[src/rtl/gty_seq_pkg.sv]
// Shared types and helpers for the GTY quad bring-up sequencer.
// State encoding doubles as the debug value exported on the state port.
package gty_seq_pkg;

    typedef enum logic [2:0] {
        ST_STARTUP   = 3'd0,
        ST_QPLL_RST  = 3'd1,
        ST_WAIT_LOCK = 3'd2,
        ST_TX_WAIT   = 3'd3,
        ST_RX_WAIT   = 3'd4,
        ST_RUN       = 3'd5
    } seqstate_t;

    localparam int RETRY_WIDTH = 8;

    typedef struct packed {
        logic qpll_reset;
        logic tx_reset;
        logic rx_reset;
        logic tx_userrdy;
        logic rx_userrdy;
        logic quad_ready;
    } seq_out_t;

    function automatic int max_int(input int a, input int b);
        return (a > b) ? a : b;
    endfunction

    // Moore output decode; unknown encodings fall back to the fully-reset pattern
    function automatic seq_out_t decode_outputs(input seqstate_t s);
        seq_out_t o;
        case (s)
            ST_STARTUP,
            ST_QPLL_RST:  o = 6'b111000;
            ST_WAIT_LOCK: o = 6'b011000;
            ST_TX_WAIT:   o = 6'b001100;
            ST_RX_WAIT:   o = 6'b000110;
            ST_RUN:       o = 6'b000111;
            default:      o = 6'b111000;
        endcase
        return o;
    endfunction

endpackage

[src/rtl/gty_quad_bringup_seq_sync_bit.sv]
// Two-flop synchronizer for status bits arriving from the transceiver/PLL
// domains; each bit gets its own independent flop pair.
module sync_bit #(
    parameter int WIDTH = 1
) (
    input  logic             clk,
    input  logic             rst_n,
    input  logic [WIDTH-1:0] d,
    output logic [WIDTH-1:0] q
);

    genvar gi;
    generate
        for (gi = 0; gi < WIDTH; gi++) begin : g_bit
            logic meta_reg;
            logic sync_reg;

            always_ff @(posedge clk) begin
                if (!rst_n) begin
                    meta_reg <= 1'b0;
                    sync_reg <= 1'b0;
                end else begin
                    meta_reg <= d[gi];
                    sync_reg <= meta_reg;
                end
            end

            assign q[gi] = sync_reg;
        end
    endgenerate

endmodule

[src/rtl/gty_quad_bringup_seq.sv]
// Bring-up sequencer for one GTY quad: QPLL reset, lock wait, TX then RX
// reset release, with timeouts, lock-loss recovery and a saturating retry count.
module gty_quad_bringup_seq
    import gty_seq_pkg::*;
#(
    parameter int NUM_LANES       = 3,
    parameter int STARTUP_CYCLES  = 16384,
    parameter int QPLL_RST_CYCLES = 64,
    parameter int LOCK_TIMEOUT    = 1000000,
    parameter int DONE_TIMEOUT    = 262144
) (
    input  logic                   clk,
    input  logic                   rst_n,
    input  logic                   restart,
    input  logic                   qpll_lock,
    input  logic [NUM_LANES-1:0]   tx_reset_done,
    input  logic [NUM_LANES-1:0]   rx_reset_done,
    output logic                   qpll_reset,
    output logic                   tx_reset,
    output logic                   rx_reset,
    output logic                   tx_userrdy,
    output logic                   rx_userrdy,
    output logic                   quad_ready,
    output logic [2:0]             state,
    output logic [RETRY_WIDTH-1:0] retry_count
);

    localparam int MAX_CYCLES = max_int(max_int(STARTUP_CYCLES, QPLL_RST_CYCLES),
                                        max_int(LOCK_TIMEOUT, DONE_TIMEOUT));
    localparam int CNT_W = $clog2(MAX_CYCLES + 1);

    logic                 lock_s;
    logic [NUM_LANES-1:0] tx_done_s;
    logic [NUM_LANES-1:0] rx_done_s;
    logic                 tx_all;
    logic                 rx_all;

    sync_bit #(.WIDTH(1)) u_lock_sync (
        .clk   (clk),
        .rst_n (rst_n),
        .d     (qpll_lock),
        .q     (lock_s)
    );

    sync_bit #(.WIDTH(NUM_LANES)) u_tx_sync (
        .clk   (clk),
        .rst_n (rst_n),
        .d     (tx_reset_done),
        .q     (tx_done_s)
    );

    sync_bit #(.WIDTH(NUM_LANES)) u_rx_sync (
        .clk   (clk),
        .rst_n (rst_n),
        .d     (rx_reset_done),
        .q     (rx_done_s)
    );

    assign tx_all = &tx_done_s;
    assign rx_all = &rx_done_s;

    seqstate_t              state_reg, state_next;
    logic [CNT_W-1:0]       cnt_reg, cnt_next;
    logic [RETRY_WIDTH-1:0] retry_reg, retry_next;
    seq_out_t               out_reg;
    logic                   take;
    logic                   fail;
    logic                   expired;

    // Fixed-length states count N-1 down to 0; wait states allow the full timeout before giving up
    function automatic logic [CNT_W-1:0] reload_value(input seqstate_t s);
        case (s)
            ST_STARTUP:   return CNT_W'(STARTUP_CYCLES - 1);
            ST_QPLL_RST:  return CNT_W'(QPLL_RST_CYCLES - 1);
            ST_WAIT_LOCK: return CNT_W'(LOCK_TIMEOUT);
            ST_TX_WAIT,
            ST_RX_WAIT:   return CNT_W'(DONE_TIMEOUT);
            default:      return '0;
        endcase
    endfunction

    always_comb begin
        state_next = state_reg;
        take       = 1'b0;
        fail       = 1'b0;
        expired    = (cnt_reg == '0);

        case (state_reg)
            ST_STARTUP: begin
                if (expired) begin
                    state_next = ST_QPLL_RST;
                    take       = 1'b1;
                end
            end
            ST_QPLL_RST: begin
                if (expired) begin
                    state_next = ST_WAIT_LOCK;
                    take       = 1'b1;
                end
            end
            ST_WAIT_LOCK: begin
                if (lock_s) begin
                    state_next = ST_TX_WAIT;
                    take       = 1'b1;
                end else if (expired) begin
                    fail = 1'b1;
                end
            end
            ST_TX_WAIT: begin
                if (!lock_s || (!tx_all && expired)) begin
                    fail = 1'b1;
                end else if (tx_all) begin
                    state_next = ST_RX_WAIT;
                    take       = 1'b1;
                end
            end
            ST_RX_WAIT: begin
                if (!lock_s || (!rx_all && expired)) begin
                    fail = 1'b1;
                end else if (rx_all) begin
                    state_next = ST_RUN;
                    take       = 1'b1;
                end
            end
            ST_RUN: begin
                if (!lock_s) begin
                    fail = 1'b1;
                end
            end
            default: begin
                state_next = ST_STARTUP;
                take       = 1'b1;
            end
        endcase

        if (fail) begin
            state_next = ST_QPLL_RST;
            take       = 1'b1;
        end

        // An operator restart is not a failure, so it suppresses the retry bump
        if (restart && (state_reg != ST_STARTUP)) begin
            state_next = ST_QPLL_RST;
            take       = 1'b1;
            fail       = 1'b0;
        end

        retry_next = retry_reg;
        if (fail && (retry_reg != '1)) begin
            retry_next = retry_reg + RETRY_WIDTH'(1);
        end

        if (take) begin
            cnt_next = reload_value(state_next);
        end else if (expired) begin
            cnt_next = cnt_reg;
        end else begin
            cnt_next = cnt_reg - CNT_W'(1);
        end
    end

    always_ff @(posedge clk) begin
        if (!rst_n) begin
            state_reg <= ST_STARTUP;
            cnt_reg   <= reload_value(ST_STARTUP);
            retry_reg <= '0;
            out_reg   <= decode_outputs(ST_STARTUP);
        end else begin
            state_reg <= state_next;
            cnt_reg   <= cnt_next;
            retry_reg <= retry_next;
            out_reg   <= decode_outputs(state_next);
        end
    end

    assign qpll_reset  = out_reg.qpll_reset;
    assign tx_reset    = out_reg.tx_reset;
    assign rx_reset    = out_reg.rx_reset;
    assign tx_userrdy  = out_reg.tx_userrdy;
    assign rx_userrdy  = out_reg.rx_userrdy;
    assign quad_ready  = out_reg.quad_ready;
    assign state       = state_reg;
    assign retry_count = retry_reg;

endmodule

[config.mk]
export PLATFORM = sky130hd
export DESIGN_NAME = gty_quad_bringup_seq
export DESIGN_NICKNAME = d
export VERILOG_FILES = /design/src/rtl/gty_seq_pkg.sv /design/src/rtl/gty_quad_bringup_seq_sync_bit.sv /design/src/rtl/gty_quad_bringup_seq.sv
export SDC_FILE = /design/constraint.sdc
export NUM_CORES = 1
export LEC_CHECK = 0
export ABC_AREA = 1
export CAP_MARGIN = 20
export CORE_AREA = 2 2 88 90
export CTS_CLUSTER_DIAMETER = 50
export CTS_CLUSTER_SIZE = 16
export DETAILED_ROUTE_END_ITERATION = 10
export DIE_AREA = 0 0 90 92
export GPL_ROUTABILITY_DRIVEN = 0
export SLEW_MARGIN = 20
export SYNTH_ARGS = -nofsm -noshare
export SYNTH_HDL_FRONTEND = slang
export SYNTH_SLANG_ARGS = --single-unit
[constraint.sdc]
create_clock -name clk -period 4.6 [get_ports clk]
set_input_delay 0.46 -clock clk [delete_from_list [all_inputs] [get_ports clk]]
set_output_delay 0.46 -clock clk [all_outputs]
set_load 0.05 [all_outputs]
After elaboration in Yosys (flattened, before gate mapping)
Cells that the tools add are included.

Logic and storage cells: 83. Flip-flop bits (word level): 51. Output and inout bits: 17.

Multiplexer cells: 29. Add/subtract/negate cells: 2. Eq/ne operators: 12. Reduce and logical (&&, ||, !) cells: 17.

Operators by type and width (number): $pmux W20 S4 (1); $mux W20 (2); $mux W3 (9); $pmux W6 S4 (1); $logic_not A20 Y1 (1); $sub A20 B1 Y20 const B (1); $pmux W3 S6 (1); $mux W1 (13); $eq A3 B2 Y1 const B (4); $eq A3 B3 Y1 const B (4); $add A8 B1 Y8 const B (1); $ne A8 B8 Y1 const B (1); $eq A3 B1 Y1 const B (2); $logic_not A3 Y1 (2); $reduce_and A3 Y1 (2); $pmux W1 S5 (1); $logic_and A1 B1 Y1 (4); $pmux W1 S4 (1); $reduce_or A2 Y1 (2); $logic_not A1 Y1 (3); $reduce_bool A3 Y1 (1); $logic_or A1 B1 Y1 (2); $ne A2 B2 Y1 const B (1).

Depth between registers and ports, before layout
Depth in word-level cells: 12. Mapped depth: 15.

Modules after synthesis
From an unflattened synthesis, not the netlist that was laid out.

Cells, all modules: 370. Area total of the unflattened synthesis: 2528.7 sq um.

Modules (own cells, without submodules): gty_quad_bringup_seq (area an instance 2098.3 sq um, sequential area each 740.7 sq um, times used 1, cells each 322); sync_bit at u_rx_sync ... (area an instance 187.7 sq um, sequential area each 120.1 sq um, times used 2, cells each 21); sync_bit at u_lock_sync (area an instance 55.1 sq um, sequential area each 40.0 sq um, times used 1, cells each 6).

Worst setup path before layout
OpenSTA, ideal clock, no wires.

Kind: register -> register. Start: register state_reg[0], in the netlist state[0]. End: register cnt_reg[10]. Cell stages (with the launch flop): 13. Arrival: 1.928 ns. Period minus slack after synthesis: 2.054 ns. Slack: 2.546 ns. Data required time: 4.475 ns. Cells stage by stage: dfxtp_1 -> nand3_1 -> nand2_1 -> inv_2 -> nand3_1 -> nand2_1 -> a21oi_4 -> nand2_4 -> nor2_8 -> inv_4 -> buf_6 -> nand2_1 -> nand2_1.

Word-level cells in the longest chain between the ends: 9.

RTL lines: from (decl) (line gty_quad_bringup_seq.sv:62) `seqstate_t state_reg, state_next;`; from (signal assigned) (line gty_quad_bringup_seq.sv:169) `state_reg <= state_next;`; $mux W3, on equally long branches (line gty_quad_bringup_seq.sv:120, gty_quad_bringup_seq.sv:112); $mux W3, on equally long branches (line gty_quad_bringup_seq.sv:118, gty_quad_bringup_seq.sv:110); $pmux W3 S6 (line gty_quad_bringup_seq.sv:88) `case (state_reg)`; $mux W3 (line gty_quad_bringup_seq.sv:136) `if (fail) begin`; $mux W3 (line gty_quad_bringup_seq.sv:142) `if (restart && (state_reg != ST_STARTUP)) begin`; $eq A3 B3 Y1 / $eq A3 B2 Y1 (equally long branches) (line gty_quad_bringup_seq.sv:72) `case (s)`; $reduce_or A2 Y1 (line gty_quad_bringup_seq.sv:72); $pmux W20 S4 (line gty_quad_bringup_seq.sv:72); $mux W20 (line gty_quad_bringup_seq.sv:153) `if (take) begin`; to (signal assigned) (line gty_quad_bringup_seq.sv:165) `cnt_reg <= reload_value(ST_STARTUP);`; to (signal assigned) (line gty_quad_bringup_seq.sv:170) `cnt_reg <= cnt_next;`; to (decl) (line gty_quad_bringup_seq.sv:63) `logic [CNT_W-1:0] cnt_reg, cnt_next;`.

Parallel ways exist; a longest one is shown, timed or not. A chain may end at the register's enable or synchronous reset.

Final worst setup path
Start: register cnt_reg[0]. End: register cnt_reg[2].

Word-level cells in the longest chain between the ends: 11.

RTL lines: $logic_not A20 Y1 (line gty_quad_bringup_seq.sv:86) `expired = (cnt_reg == '0);`; $logic_and A1 B1 Y1, on equally long branches (line gty_quad_bringup_seq.sv:118, gty_quad_bringup_seq.sv:110); $logic_or A1 B1 Y1, on equally long branches (line gty_quad_bringup_seq.sv:118, gty_quad_bringup_seq.sv:110); $mux W3, or another cell as far along (line gty_quad_bringup_seq.sv:118) `if (!lock_s || (!rx_all && expired)) begin`; $pmux W3 S6 / $pmux W1 S4 (equally long branches) (line gty_quad_bringup_seq.sv:88); $mux W3 (line gty_quad_bringup_seq.sv:136); $mux W3 (line gty_quad_bringup_seq.sv:142); $eq A3 B3 Y1 / $eq A3 B2 Y1 (equally long branches) (line gty_quad_bringup_seq.sv:72); $reduce_or A2 Y1 (line gty_quad_bringup_seq.sv:72); $pmux W20 S4 (line gty_quad_bringup_seq.sv:72); $mux W20 (line gty_quad_bringup_seq.sv:153).

Parallel ways exist; a longest one is shown, timed or not. The select of a mux whose other input is x is not followed.

==> flow_metrics.py <==
metrics = {
    "synthesis": {
        "synthCells": 357,
        "yosysTopAreaCell": "dfxtp_1",
        "ys_seq_elements": 51,
        "synthSimpleGateAreaFrac_pct": 37.16,
        "syn-num-nets": 369,
        "synthXorXnorAreaFrac_pct": 5.224,
        "syn_avg_cell_area_um2": 7.045,
        "synth_area_leaders": "dfxtp_1 (41%), nand2_1 (16%), inv_1 (6.0%)",
        "yosysUniqueCellTypes": 37,
        "synth.cell_area_mm2": 0.002515,
        "synth_top_family_by_area": "simple AND/OR/NAND/NOR gates",
        "yosys.area.top_type_share_pct": 40.60,
        "ys_warn_count": 0,
        "synth-adder-area-share_pct": 0.9950,
        "ys_seq_area_share_pct": 40.60,
        "synthMuxAreaShare_pct": 0,
        "synth-compound-area-share_pct": 7.463,
    },
    "die": {
        "start_util_pct": 33.77,
        "fp.coreArea_mm2": 0.007447,
        "ios": 27,
        "die_y_um": 92,
        "rows": 32,
        "die_x_um": 90,
        "die_area_mm2": 0.008280,
    },
    "final_layout": {
        "regArea_mm2": 0.001021,
        "final_common_cell": "nand2_1",
        "multi_input_area_mm2": 0.001279,
        "antennaDiodeCount": 0,
        "fin_cells": 488,
        "area_growth_pct": 18.06,
        "largest_reg_flops": 20,
        "final_layout_size_suffix_gt1_share_pct": 9.067,
        "utilization_pct": 39.87,
        "final_nets": 397,
        "mostFrequentLayoutCells": "nand2_1 (110), dfxtp_1 (51), inv_1 (40), nor2_1 (40), clkdlybuf4s50_1 (26)",
        "fillers": 824,
    },
    "pwr": {
        "finalPower_uw": 755.8,
        "power_density_mw_per_mm2": 254.6,
        "vdd_drop_max_mv": 0.1490,
        "p_leak_uw": 0.001393,
    },
    "place": {
        "io_buffers": 26,
        "dp_cells": 480,
        "dp_slack_ns": 2.456,
        "hpwl_um": 3704,
    },
    "grt": {
        "grt_pass1_wl_um": 8749,
        "overflow": 0,
        "grt_max_degree": 31,
        "antenna_found_initial": 0,
        "grt_usage_pct": 12.96,
        "grt_pass1_vias": 2016,
    },
    "detailed_routing": {
        "vias": 2170,
        "avgRoutedWirePerCell_um": 10.37,
        "drtAntennaViolNets": 0,
        "drc": 0,
        "vias_per_cell": 4.447,
        "first_pass_iters": 4,
        "routed_wl_um": 5060,
        "drtIter0Drc": 87,
    },
    "setup_path": {
        "cp.arrival_ns": 2.41,
        "end_kind": "flop",
        "path_class": "flop to flop",
        "rr_startpoint": "cnt_reg[0]",
        "cp-startpoint": "cnt_reg[0]",
        "cp_max_fo": 6,
        "setup.worst_path.start_class": "flop",
        "critical_path_required_ns": 4.80,
    },
    "timing": {
        "drv_slew": 0,
        "tightest_slew_ns": 0.5085,
        "finalSetupTns_ns": 0,
        "fin_ws_ns": 2.398,
        "fin_crit_sh_pct": 47.87,
        "hold_viol_final": 0,
        "period_needed_ns": 2.202,
        "setup_viol": 0,
        "fin_skew_ns": 0.003619,
        "max_freq_ghz": 0.4541,
        "maxSlewHeadroom_pct": 66.00,
        "rsz0062_at_grt": "false",
    },
    "clocking": {
        "numCtsBuffers": 5,
        "cts_root_buffer": "clkbuf_8",
        "cts_tree": "done",
        "clk_latency_ns": 0.31,
        "cts_resized": 0,
        "clkSlewWorstSetupHoldPaths_ns": 0.10,
        "h-tree-depth": 2,
        "cts.sinks": 51,
        "hold_buffers": 0,
        "cts_setup_buffers": 0,
        "cts.path.max_buffers": 2,
    },
    "hold_path": {
        "hp-class": "flop to flop",
        "holdCritStartpoint": "u_tx_sync.g_bit[2].meta_reg",
    },
    "job": {
        "cap_violations": 0,
    },
    "status": {
        "outcome": "finished clean",
    },
}
worst paths after layout:
kind | end | slack, ns | depth (start not counted)
worst max-delay path | cnt_reg[2] | 2.40 | 13
worst min-delay path | u_tx_sync.g_bit[2].sync_reg | 0.42 | 2
worst max register to register | cnt_reg[2] | 2.40 | 13
worst min register to register | u_tx_sync.g_bit[2].sync_reg | 0.42 | 2
power by group:
group          switching, uW  internal [uW]
combinational           14.7           13.3
sequential              3.85            449
clock                    162            113
total                    180            576
per-layer routing:
metal	part of all wire, %	vias to the layer above	track usage, %
met2	46	30	21.55
li1	-	1163	-
met4	1.6	0	5.769
met1	49	970	16.28
met3	3.1	7	2.629
met5	0	-	0
logic make-up (layout without fill, tap and decap cells):
logic type	count (synthesis)	count (layout)
buffers and inverters	52	81
adder cells (fa/ha/maj)	2	2
AND/OR/NAND/NOR	204	204
XOR/XNOR	15	15
AO/OA/AOI/OAI	33	33
flip-flops	51	51
cell type report:
cell class                 count  share of cell area [%]
clock inverter                 3                  0.9271
clock buffer                   5                   2.318
multi-input combinational    254                   43.07
inverter                      46                   5.984
timing repair buffer          27                   9.018
sequential                    51                   34.39
tap                          102                   4.298
synth_stat cells (all sizes together):
cell	instances
nor3	7
nand2	115
nand3b	1
nand3	25
and3	1
o21a	2
xor2	8
inv	46
or2	3
xnor2	7
and2	1
ha	2
o21ai	12
nand4	2
buf	2
dfxtp	51
nor4	1
a21oi	18
nor2	47
o21bai	1
nor3b	1
clkbuf	4
per-stage QoR:
step                      instance area, um^2  hold WS (ns)
after CTS                                2969        0.4231
after detailed placement                 2873        0.3987
after floorplan                          2515        0.3905
after global placement                   2873        0.3959
after global routing                     2969        0.4446
final                                    2969        0.4196
worst max-delay path, cell delays in order, from the launching register on:
cell     delay (ns)
dfxtp_1        0.37
inv_1          0.09
ha_1           0.20
nand2_2        0.11
nor2_4         0.21
nand3_4        0.16
inv_1          0.17
a21oi_1        0.11
inv_1          0.07
nand2_1        0.15
nand2_1        0.22
o21ai_0        0.11
nand2_1        0.07
nand2_1        0.04
Power figures use the tool's default switching activity.
